==> src/rtl/cfi_shadow_stack.sv <==
`timescale 1ns/1ps
`default_nettype none
// ============================================================================
// Module      : cfi_shadow_stack
// Description : CFI shadow-stack responder. Executes sspush, sspop, sspopchk
//               and ssprr one at a time against an on-chip return-address
//               stack, answering with a result or a CFI exception cause.
// Revision    : 1.0 - initial release
// ============================================================================
module cfi_shadow_stack #(
    parameter int XLEN  = 64,
    parameter int DEPTH = 16,
    parameter int PTR_W = $clog2(DEPTH) + 1
) (
    input  logic             clk_i,
    input  logic             rst_ni,
    input  logic             en_i,
    input  logic             flush_i,
    input  logic             req_valid_i,
    output logic             req_ready_o,
    input  logic [1:0]       req_op_i,
    input  logic [XLEN-1:0]  req_data_i,
    output logic             resp_valid_o,
    input  logic             resp_ready_i,
    output logic [XLEN-1:0]  resp_data_o,
    output logic             resp_ex_o,
    output logic [1:0]       resp_cause_o,
    output logic [PTR_W-1:0] ssp_o
);

    localparam int         IDX_W      = $clog2(DEPTH);
    localparam logic [1:0] c_OP_PUSH  = 2'd0;
    localparam logic [1:0] c_OP_POP   = 2'd1;
    localparam logic [1:0] c_OP_CHK   = 2'd2;
    localparam logic [1:0] c_CAUSE_NO = 2'd0;
    localparam logic [1:0] c_CAUSE_OV = 2'd1;
    localparam logic [1:0] c_CAUSE_UN = 2'd2;
    localparam logic [1:0] c_CAUSE_MM = 2'd3;

    typedef enum logic [0:0] {
        S_IDLE = 1'b0,
        S_RESP = 1'b1
    } state_t;

    state_t r_state;
    state_t w_state_nxt;

    logic [XLEN-1:0]  r_mem [DEPTH];
    logic [PTR_W-1:0] r_ssp;
    logic [XLEN-1:0]  r_resp_data;
    logic             r_resp_ex;
    logic [1:0]       r_resp_cause;

    logic             w_accept;
    logic             w_full;
    logic             w_empty;
    logic [IDX_W-1:0] w_top_idx;
    logic [XLEN-1:0]  w_top;
    logic             w_wr_en;
    logic [PTR_W-1:0] w_ssp_nxt;
    logic [XLEN-1:0]  w_data;
    logic             w_ex;
    logic [1:0]       w_cause;

    // Flush in IDLE suppresses any request presented in the same cycle.
    assign w_accept  = (r_state == S_IDLE) && req_valid_i && !flush_i;
    assign w_full    = (r_ssp == PTR_W'(DEPTH));
    assign w_empty   = (r_ssp == '0);
    assign w_top_idx = IDX_W'(r_ssp - PTR_W'(1));
    assign w_top     = r_mem[w_top_idx];

    // FSM next state and handshake outputs.
    always_comb begin
        w_state_nxt  = r_state;
        req_ready_o  = 1'b0;
        resp_valid_o = 1'b0;
        case (r_state)
            S_IDLE: begin
                req_ready_o = 1'b1;
                if (w_accept) w_state_nxt = S_RESP;
            end
            S_RESP: begin
                resp_valid_o = 1'b1;
                if (flush_i || resp_ready_i) w_state_nxt = S_IDLE;
            end
            default: w_state_nxt = S_IDLE;
        endcase
    end

    // Decode the operation into a stack update and a response word.
    always_comb begin
        w_wr_en   = 1'b0;
        w_ssp_nxt = r_ssp;
        w_data    = '0;
        w_ex      = 1'b0;
        w_cause   = c_CAUSE_NO;
        if (req_op_i == 2'd3) begin
            // Pointer read works regardless of the enable.
            w_data = {{(XLEN-PTR_W){1'b0}}, r_ssp};
        end else if (en_i) begin
            case (req_op_i)
                c_OP_PUSH: begin
                    if (w_full) begin
                        w_ex    = 1'b1;
                        w_cause = c_CAUSE_OV;
                    end else begin
                        w_wr_en   = 1'b1;
                        w_ssp_nxt = r_ssp + PTR_W'(1);
                    end
                end
                c_OP_POP: begin
                    if (w_empty) begin
                        w_ex    = 1'b1;
                        w_cause = c_CAUSE_UN;
                    end else begin
                        w_data    = w_top;
                        w_ssp_nxt = r_ssp - PTR_W'(1);
                    end
                end
                c_OP_CHK: begin
                    if (w_empty) begin
                        w_ex    = 1'b1;
                        w_cause = c_CAUSE_UN;
                    end else if (w_top == req_data_i) begin
                        w_ssp_nxt = r_ssp - PTR_W'(1);
                    end else begin
                        // Mismatching entry is kept so software can inspect it.
                        w_ex    = 1'b1;
                        w_cause = c_CAUSE_MM;
                    end
                end
                default: ;
            endcase
        end
    end

    // State register, pointer and response registers; all commit at accept.
    always_ff @(posedge clk_i or negedge rst_ni) begin
        if (!rst_ni) begin
            r_state      <= S_IDLE;
            r_ssp        <= '0;
            r_resp_data  <= '0;
            r_resp_ex    <= 1'b0;
            r_resp_cause <= c_CAUSE_NO;
        end else begin
            r_state <= w_state_nxt;
            if (w_accept) begin
                r_ssp        <= w_ssp_nxt;
                r_resp_data  <= w_data;
                r_resp_ex    <= w_ex;
                r_resp_cause <= w_cause;
            end else if (r_state == S_RESP && (flush_i || resp_ready_i)) begin
                // Clear the response word once it is consumed or dropped.
                r_resp_data  <= '0;
                r_resp_ex    <= 1'b0;
                r_resp_cause <= c_CAUSE_NO;
            end
        end
    end

    // Stack storage; contents are don't-care after reset.
    always_ff @(posedge clk_i) begin
        if (w_accept && w_wr_en) r_mem[r_ssp[IDX_W-1:0]] <= req_data_i;
    end

    assign resp_data_o  = r_resp_data;
    assign resp_ex_o    = r_resp_ex;
    assign resp_cause_o = r_resp_cause;
    assign ssp_o        = r_ssp;

endmodule
`default_nettype wire

==> config.mk <==
export PLATFORM = sky130hd
export DESIGN_NAME = cfi_shadow_stack
export DESIGN_NICKNAME = d
export VERILOG_FILES = /design/src/rtl/cfi_shadow_stack.sv
export SDC_FILE = /design/constraint.sdc
export NUM_CORES = 1
export LEC_CHECK = 0
export CAP_MARGIN = 10
export CELL_PAD_IN_SITES_DETAIL_PLACEMENT = 0
export CELL_PAD_IN_SITES_GLOBAL_PLACEMENT = 1
export CORE_ASPECT_RATIO = 1.4
export CORE_UTILIZATION = 53
export DETAILED_ROUTE_END_ITERATION = 16
export PLACE_DENSITY = 0.78
export SYNTH_ARGS = -nofsm -noshare
export SYNTH_HDL_FRONTEND = slang
export SYNTH_SLANG_ARGS = --single-unit
==> constraint.sdc <==
create_clock -name clk_i -period 9.1 [get_ports clk_i]
set_input_delay 0.91 -clock clk_i [delete_from_list [all_inputs] [get_ports clk_i]]
set_output_delay 0.91 -clock clk_i [all_outputs]
set_load 0.01 [all_outputs]
==> impl_metrics.prom, run 1 <==
# TYPE chip_impl_metric gauge
chip_impl_metric{name="overall_track_demand_over_capacity_in_global_routing",unit="%"} 30.4
chip_impl_metric{name="cts-resized-gates",unit=""} 0
chip_impl_metric{name="synth_cell_types",unit=""} 79
chip_impl_metric{name="placedCellCount",unit=""} 3808
chip_impl_metric{name="clock_path_buffers",unit=""} 3
chip_impl_metric{name="routed_wire_length_per_instance",unit="µm"} 33.1
chip_impl_metric{name="postSynthNetCount",unit=""} 2652
chip_impl_metric{name="timing_hold_violations_final",unit=""} 0
chip_impl_metric{name="gr-total-overflow",unit=""} 0
chip_impl_metric{name="utilization",unit="%"} 60.9
chip_impl_metric{name="synth.ff_latch_count",unit=""} 1097
chip_impl_metric{name="worst-path-max-fanout",unit=""} 64
chip_impl_metric{name="layout.nets",unit=""} 2830
chip_impl_metric{name="async_flop_share",unit="%"} 6.65
chip_impl_info{name="cts_tree",value="built"} 1
chip_impl_metric{name="post_synth_instance_area",unit="µm²"} 46200
chip_impl_metric{name="dr_total_vias",unit=""} 26447
chip_impl_metric{name="reg2regPathDepth",unit=""} 11
chip_impl_info{name="timing.hold.worst.class",value="input pin to asynchronous set/reset pin"} 1
chip_impl_metric{name="synth_seq_area_share",unit="%"} 70.5
chip_impl_metric{name="core.rowCount",unit=""} 127
chip_impl_metric{name="r2r_setup_slack",unit="ns"} 2.61
chip_impl_metric{name="synthToLayoutAreaGrowth",unit="%"} 13.2
chip_impl_metric{name="hpwlAfterDp",unit="mm"} 79.4
chip_impl_metric{name="routed_wirelength",unit="mm"} 132
chip_impl_metric{name="post-route-period-util",unit="%"} 71.3
chip_impl_metric{name="synth_edf_count",unit=""} 1024
chip_impl_info{name="crit_path_frequent_cell",value="sky130_fd_sc_hd__o21ai_0"} 1
chip_impl_metric{name="portBuffers",unit=""} 145
chip_impl_info{name="worstSetupStartpointType",value="flop"} 1
chip_impl_info{name="critPathKind",value="flop to flop"} 1
chip_impl_metric{name="gp_congestion",unit=""} 0.868
chip_impl_info{name="worstSetupEndpointType",value="flop"} 1
chip_impl_metric{name="postCtsHoldBufs",unit=""} 0
chip_impl_metric{name="drt_pass1_iterations",unit=""} 6
chip_impl_metric{name="report.power.total",unit="mW"} 16.4
chip_impl_metric{name="grt_start_max_net_pins",unit=""} 136
chip_impl_metric{name="timing.max_slew.rel_slack",unit="%"} 20.5
chip_impl_metric{name="report.final.slew_viol_count",unit=""} 0
chip_impl_metric{name="fraction_of_layout_instances_using_a_drive_strength_above_1",unit="%"} 18.8
chip_impl_metric{name="syn_inst",unit=""} 2572
chip_impl_metric{name="setup_viol",unit=""} 0
chip_impl_metric{name="drtIter0Drc",unit=""} 3335
chip_impl_metric{name="regArea",unit="µm²"} 32600
chip_impl_metric{name="first_global_vias",unit=""} 26622
chip_impl_metric{name="multi_input_comb_area",unit="µm²"} 12800
chip_impl_metric{name="post-place-ws",unit="ns"} 2.73
chip_impl_metric{name="die_w",unit="µm"} 252
chip_impl_metric{name="cts_buffers",unit=""} 100
chip_impl_metric{name="cp.arrival",unit="ns"} 7.04
chip_impl_info{name="regToRegEndpoint",value="resp_cause_o[1]$_DFFE_PN0P_"} 1
chip_impl_metric{name="cts_sinks",unit=""} 1097
chip_impl_metric{name="drt-vias-per-instance",unit=""} 6.61
chip_impl_metric{name="drc",unit=""} 0
chip_impl_metric{name="finalCriticalPeriod",unit="ns"} 6.49
chip_impl_metric{name="yosysWarnings",unit=""} 0
chip_impl_metric{name="coreArea",unit="µm²"} 86000
chip_impl_metric{name="start_util",unit="%"} 53.8
chip_impl_metric{name="worstSkewPairLatency",unit="ns"} 0.69
chip_impl_metric{name="vdd_drop_max",unit="V"} 0.000315
chip_impl_metric{name="antenna_found_initial",unit=""} 2
chip_impl_metric{name="post-cts-setup-buffer-count",unit=""} 0
chip_impl_metric{name="finalClockSkew",unit="ns"} 0.0299
chip_impl_metric{name="top_level_ports",unit=""} 146
chip_impl_metric{name="postSynthAreaPerCell",unit="µm²"} 18.0
chip_impl_metric{name="timing_worst_slew_pin_value",unit="ns"} 1.19
chip_impl_info{name="commonest_cells_after_routing_fill_and_taps_aside",value="sky130_fd_sc_hd__edfxtp_1, sky130_fd_sc_hd__mux4_2, sky130_fd_sc_hd__nand2_1, sky130_fd_sc_hd__mux2i_1, sky130_fd_sc_hd__clkdlybuf4s50_1"} 1
chip_impl_metric{name="cellLeakagePower",unit="nW"} 17.4
chip_impl_metric{name="drv_cap",unit=""} 0
chip_impl_metric{name="hold_ws",unit="ns"} 0.286
chip_impl_metric{name="fillers",unit=""} 6171
chip_impl_metric{name="first_pass_grt_wire_length",unit="mm"} 190
chip_impl_metric{name="final_cell_area",unit="µm²"} 52300
chip_impl_metric{name="critPathRequiredTime",unit="ns"} 9.65
chip_impl_metric{name="ant_nets",unit=""} 0
chip_impl_info{name="rr_startpoint",value="ssp_o[0]$_DFFE_PN0P_"} 1
chip_impl_metric{name="critical_path.max_stage_delay",unit="ns"} 0.97
chip_impl_info{name="cp_cell_sequence",value="inv_2 -> ha_4 -> buf_4 -> mux4_2 -> xnor2_1 -> nor4_1 -> o22ai_1 -> o21ai_0 -> nand4_1 -> o21ai_0 -> o21ai_0"} 1
chip_impl_info{name="rsz0062_at_grt",value="false"} 1
chip_impl_info{name="cts_root_buffer",value="sky130_fd_sc_hd__clkbuf_16"} 1
chip_impl_metric{name="floorplan.die.height",unit="µm"} 351
chip_impl_info{name="status",value="finished, final reports clean"} 1
chip_impl_info{name="synth_flop_cell",value="sky130_fd_sc_hd__edfxtp_1"} 1
chip_impl_metric{name="detailed_place.area",unit="µm²"} 49100
chip_impl_metric{name="cts_htree_levels",unit=""} 3
chip_impl_info{name="crit_path_top_delay_cell",value="sky130_fd_sc_hd__nor4_1"} 1
chip_impl_metric{name="die_area",unit="µm²"} 88400
chip_impl_info{name="mostFrequentLayoutCell",value="sky130_fd_sc_hd__edfxtp_1"} 1
chip_impl_metric{name="power.density",unit="nW/µm²"} 314
chip_impl_metric{name="finish.cell_count_without_fillers",unit=""} 4000
chip_impl_metric{name="max_freq",unit="MHz"} 154
chip_impl_metric{name="fin_tns_setup",unit="ns"} 0
chip_impl_metric{name="worst_setup_hold_path_clk_slew",unit="ns"} 0.07
chip_impl_metric{name="layout_setup_ws",unit="ns"} 2.61
[worst max-delay path by stage]
stage,slack (ns),start,end,cells past startpoint
3_5_place_dp,2.73,ssp_o[0]$_DFFE_PN0P_,ssp_o[4]$_DFFE_PN0P_,12
6_report,2.61,ssp_o[0]$_DFFE_PN0P_,resp_cause_o[1]$_DFFE_PN0P_,11
3_3_place_gp,2.79,ssp_o[0]$_DFFE_PN0P_,ssp_o[4]$_DFFE_PN0P_,11
4_1_cts,2.71,ssp_o[0]$_DFFE_PN0P_,ssp_o[4]$_DFFE_PN0P_,12
5_1_grt,2.48,ssp_o[0]$_DFFE_PN0P_,resp_cause_o[1]$_DFFE_PN0P_,11
2_1_floorplan,1.69,ssp_o[0]$_DFFE_PN0P_,r_mem[3][0]$_DFFE_PP_,14
[where the power goes]
group          switching, mW  leakage (nW)  internal [mW]
combinational           3.93          5.61           2.64
sequential            0.0877          10.2           5.56
clock                   1.88          1.58           2.33
[worst max-delay path, delay by kind of cell (launching register included)]
family	cells	cell delay, ns
adder cells (fa/ha/maj)	1	0.90
flip-flops	1	0.86
multiplexers	1	0.48
AO/OA/AOI/OAI	4	1.27
buffers and inverters	2	1.37
AND/OR/NAND/NOR	2	1.24
XOR/XNOR	1	0.15
[per-layer routing]
metal	up-vias	global-route usage (%)	routed length (µm)
met5	-	0	13
met3	270	5.11	10900
met2	1556	49.7	65000
li1	10747	-	-
met1	13872	40.0	50100
met4	2	14.1	6380
[registers in the layout (all words and copies together), names as in the netlist]
signal,count
resp_data_o,64
resp_cause_o,2
r_state,1
r_mem,1024
resp_ex_o,1
ssp_o,5
[cell families (layout without fill, tap and decap cells)]
family                     after synthesis  after routing  synth area share (%)
AOI/OAI and AO/OA                      270            270                  4.64
xor gates and xnor gates               110            110                  2.08
adders and majority gates                8              8                 0.217
buffers and inverters                  199            464                  2.29
DFF                                   1097           1097                  70.5
muxes                                  415            415                  15.5
other                                    0              2                     0
and+or+nand+nor                        473            473                  4.78
[layout make-up]
cell class / instances / area share [%]
timing repair buffer: 222 / 3.99
multi-input combinational: 1276 / 24.4
antenna: 2 / 0.00957
clock buffer: 121 / 5.11
clock inverter: 68 / 1.09
inverter: 53 / 0.380
sequential: 1097 / 62.3
tap: 1161 / 2.78
[cells in the mapped netlist, types with 5 or more instances]
library cell                instances  area, µm²
sky130_fd_sc_hd__a211oi_1           8       60.1
sky130_fd_sc_hd__inv_1             52        195
sky130_fd_sc_hd__buf_2             58        290
sky130_fd_sc_hd__dfrtp_1           73       1830
sky130_fd_sc_hd__a31oi_1            7       43.8
sky130_fd_sc_hd__o21ai_0           31        155
sky130_fd_sc_hd__nand2b_1           7       43.8
sky130_fd_sc_hd__nor2_1            56        210
sky130_fd_sc_hd__o221ai_1           5       43.8
sky130_fd_sc_hd__edfxtp_1        1024      30700
sky130_fd_sc_hd__nand4_1           18        113
sky130_fd_sc_hd__and2_1            18        113
sky130_fd_sc_hd__mux2_2            26        293
sky130_fd_sc_hd__nor3_1            26        130
sky130_fd_sc_hd__a2111oi_0         11       96.3
sky130_fd_sc_hd__nor3b_1           11       82.6
sky130_fd_sc_hd__o22ai_1           12       75.1
sky130_fd_sc_hd__a22oi_1           15        113
sky130_fd_sc_hd__a221o_1            6       60.1
sky130_fd_sc_hd__a222oi_1           7       70.1
sky130_fd_sc_hd__buf_4             25        188
sky130_fd_sc_hd__a21oi_1           33        165
sky130_fd_sc_hd__a311oi_1           5       43.8
sky130_fd_sc_hd__mux2i_1          152       1520
sky130_fd_sc_hd__nor2b_1            7       43.8
sky130_fd_sc_hd__clkbuf_1          33        124
sky130_fd_sc_hd__a32oi_1            7       61.3
sky130_fd_sc_hd__mux4_2           235       5290
sky130_fd_sc_hd__xor2_1            16        140
sky130_fd_sc_hd__xnor2_1           94        823
sky130_fd_sc_hd__ha_1               8        100
sky130_fd_sc_hd__a22o_1            15        131
sky130_fd_sc_hd__a221oi_1          14        123
sky130_fd_sc_hd__or3_1              6       37.5
sky130_fd_sc_hd__nor4_1            10       62.6
sky130_fd_sc_hd__o211ai_1           9       67.6
sky130_fd_sc_hd__nand2_1          217        815
sky130_fd_sc_hd__nand3_1           70        350
sky130_fd_sc_hd__a21o_1             6       45.0
sky130_fd_sc_hd__a32o_1            41        410
sky130_fd_sc_hd__buf_1             14       52.6
sky130_fd_sc_hd__buf_6             12        135
sky130_fd_sc_hd__and3_1             9       56.3
No activity file was read; power rests on OpenSTA's default activity.
==> inputs of run 2 (changes only) <==
- CORE_UTILIZATION: 53 -> 48
- PLACE_DENSITY: 0.78 -> 0.75
- clock period: 9.1 -> 5.8 ns (I/O delays scaled with it)
==> impl_metrics.prom, run 2 (same netlist as run 1, synthesis figures left out) <==
# TYPE chip_impl_metric gauge
chip_impl_metric{name="antenna_found_initial",unit=""} 4
chip_impl_info{name="critPathKind",value="flop to flop"} 1
chip_impl_metric{name="start_util",unit="%"} 48.4
chip_impl_metric{name="finalCriticalPeriod",unit="ns"} 5.09
chip_impl_metric{name="synthToLayoutAreaGrowth",unit="%"} 15.1
chip_impl_metric{name="power.density",unit="nW/µm²"} 502
chip_impl_metric{name="fraction_of_layout_instances_using_a_drive_strength_above_1",unit="%"} 19.7
chip_impl_metric{name="setup_viol",unit=""} 0
chip_impl_metric{name="cts_sinks",unit=""} 1097
chip_impl_metric{name="coreArea",unit="µm²"} 95400
chip_impl_metric{name="drc",unit=""} 0
chip_impl_info{name="worstSetupEndpointType",value="flop"} 1
chip_impl_metric{name="portBuffers",unit=""} 145
chip_impl_metric{name="post-route-period-util",unit="%"} 87.8
chip_impl_info{name="status",value="finished, final reports clean"} 1
chip_impl_metric{name="cts_htree_levels",unit=""} 3
chip_impl_metric{name="hpwlAfterDp",unit="mm"} 84.2
chip_impl_info{name="rsz0062_at_grt",value="false"} 1
chip_impl_metric{name="max_freq",unit="MHz"} 196
chip_impl_metric{name="layout.nets",unit=""} 2859
chip_impl_metric{name="report.power.total",unit="mW"} 26.7
chip_impl_metric{name="drtIter0Drc",unit=""} 3121
chip_impl_info{name="cts_root_buffer",value="sky130_fd_sc_hd__clkbuf_16"} 1
chip_impl_metric{name="placedCellCount",unit=""} 3897
chip_impl_metric{name="report.final.slew_viol_count",unit=""} 0
chip_impl_metric{name="drt_pass1_iterations",unit=""} 6
chip_impl_metric{name="critical_path.max_stage_delay",unit="ns"} 0.97
chip_impl_metric{name="cp.arrival",unit="ns"} 5.73
chip_impl_metric{name="gp_congestion",unit=""} 0.903
chip_impl_info{name="mostFrequentLayoutCell",value="sky130_fd_sc_hd__edfxtp_1"} 1
chip_impl_metric{name="drt-vias-per-instance",unit=""} 6.48
chip_impl_metric{name="first_global_vias",unit=""} 26909
chip_impl_metric{name="worst_setup_hold_path_clk_slew",unit="ns"} 0.07
chip_impl_metric{name="ant_nets",unit=""} 0
chip_impl_metric{name="dr_total_vias",unit=""} 26548
chip_impl_metric{name="gr-total-overflow",unit=""} 0
chip_impl_metric{name="vdd_drop_max",unit="V"} 0.000407
chip_impl_info{name="cts_tree",value="built"} 1
chip_impl_metric{name="timing_worst_slew_pin_value",unit="ns"} 1.20
chip_impl_metric{name="overall_track_demand_over_capacity_in_global_routing",unit="%"} 28.1
chip_impl_metric{name="finalClockSkew",unit="ns"} 0.0320
chip_impl_metric{name="cellLeakagePower",unit="nW"} 17.8
chip_impl_metric{name="worst-path-max-fanout",unit=""} 75
chip_impl_metric{name="finish.cell_count_without_fillers",unit=""} 4094
chip_impl_metric{name="post-cts-setup-buffer-count",unit=""} 0
chip_impl_metric{name="cts_buffers",unit=""} 102
chip_impl_metric{name="die_area",unit="µm²"} 97500
chip_impl_metric{name="timing.max_slew.rel_slack",unit="%"} 19.4
chip_impl_metric{name="drv_cap",unit=""} 0
chip_impl_metric{name="critPathRequiredTime",unit="ns"} 6.43
chip_impl_metric{name="routed_wire_length_per_instance",unit="µm"} 33.2
chip_impl_metric{name="clock_path_buffers",unit=""} 3
chip_impl_metric{name="die_w",unit="µm"} 264
chip_impl_metric{name="fin_tns_setup",unit="ns"} 0
chip_impl_info{name="worstSetupStartpointType",value="flop"} 1
chip_impl_metric{name="timing_hold_violations_final",unit=""} 0
chip_impl_metric{name="top_level_ports",unit=""} 146
chip_impl_info{name="commonest_cells_after_routing_fill_and_taps_aside",value="sky130_fd_sc_hd__edfxtp_1, sky130_fd_sc_hd__mux4_2, sky130_fd_sc_hd__nand2_1, sky130_fd_sc_hd__mux2i_1, sky130_fd_sc_hd__clkdlybuf4s50_1"} 1
chip_impl_metric{name="largest_register_ffs",unit=""} 1024
chip_impl_metric{name="worstSkewPairLatency",unit="ns"} 0.73
chip_impl_metric{name="floorplan.die.height",unit="µm"} 369
chip_impl_info{name="cp_cell_sequence",value="xor2_4 -> buf_12 -> nor3_1 -> o41ai_1 -> buf_4 -> o2111ai_1 -> a2111o_1 -> o31ai_1 -> nand4_1 -> o31ai_2 -> mux2i_1"} 1
chip_impl_metric{name="routed_wirelength",unit="mm"} 136
chip_impl_metric{name="grt_start_max_net_pins",unit=""} 104
chip_impl_info{name="timing.hold.worst.class",value="flop to flop"} 1
chip_impl_info{name="crit_path_top_delay_cell",value="sky130_fd_sc_hd__dfrtp_1"} 1
chip_impl_metric{name="core.rowCount",unit=""} 134
chip_impl_metric{name="first_pass_grt_wire_length",unit="mm"} 195
chip_impl_metric{name="fillers",unit=""} 7176
==> run 2: changes by cell type in the layout (fill, tap and decap cells not counted), moves of 4 or more <==
cell                         before  now
sky130_fd_sc_hd__buf_12           5   23
sky130_fd_sc_hd__bufinv_16        8   17
sky130_fd_sc_hd__clkinv_2        25   16
sky130_fd_sc_hd__buf_4           72   80
sky130_fd_sc_hd__clkinv_1        19   14
sky130_fd_sc_hd__clkinvlp_4      10    6
==> run 2: final timing paths <==
path / end / slack [ns] / from / depth (start not counted)
max reg2reg: ssp_o[1]$_DFFE_PN0P_ / 0.71 / ssp_o[2]$_DFFE_PN0P_ / 11
min in group asynchronous: resp_data_o[34]$_DFFE_PN0P_ / 0.53 / rst_ni / 2
max in group asynchronous: ssp_o[0]$_DFFE_PN0P_ / 4.15 / rst_ni / 3
min: resp_data_o[32]$_DFFE_PN0P_ / 0.47 / resp_data_o[32]$_DFFE_PN0P_ / 2
min reg2reg: resp_data_o[32]$_DFFE_PN0P_ / 0.47 / resp_data_o[32]$_DFFE_PN0P_ / 2
max: ssp_o[1]$_DFFE_PN0P_ / 0.71 / ssp_o[2]$_DFFE_PN0P_ / 11
==> run 2: metrics by stage <==
step	worst slack [ns]	utilization (%)	hold WS (ns)	instance area [µm²]
3_5_place_dp	0.789	52.0	0.468	49600
5_1_grt	0.539	55.8	0.494	53200
4_1_cts	0.734	55.8	0.459	53200
6_report	0.705	55.8	0.472	53200
3_3_place_gp	0.869	52.0	0.462	49600
2_1_floorplan	0.103	-	0.284	46200
==> run 2: what timing repair did <==
| action | 4_1_cts | 5_1_grt |
|---|---|---|
| resized for setup | 0 | 0 |
| hold buffers | 1 | 0 |
| hold endpoints to repair | 33 | 0 |
==> run 2: worst max-delay path: cells and delay by family (launching register included) <==
family | cells | cell delay (ns)
compound gates | 5 | 2.00
xor+xnor | 1 | 0.52
buf+inv | 2 | 0.70
flops | 1 | 0.97
mux | 1 | 0.23
simple gates | 2 | 0.50
==> run 2: layer usage <==
layer | global-route usage [%] | share of wire (%) | vias to the layer above
met5 | 0 | 0.022 | -
met2 | 46.9 | 50 | 1367
met3 | 4.40 | 7.6 | 261
met4 | 13.3 | 4.8 | 4
li1 | - | - | 10830
met1 | 36.3 | 38 | 14086
==> run 2: power breakdown <==
part	switching (mW)	total, mW	internal [mW]
clock network	3.01	7.18	4.17
registers	0.0796	8.80	8.72
logic	6.40	10.7	4.33
==> run 2: final cells by class <==
class	instances	area, µm²	area share [%]
Timing Repair Buffer	249	2520	4.73
Multi-Input combinational cell	1276	12800	24.0
Inverter	53	199	0.374
Sequential cell	1097	32600	61.2
Tap cell	1224	1530	2.88
Clock buffer	129	2780	5.22
Clock inverter	64	835	1.57
Antenna cell	2	5.00	0.00941
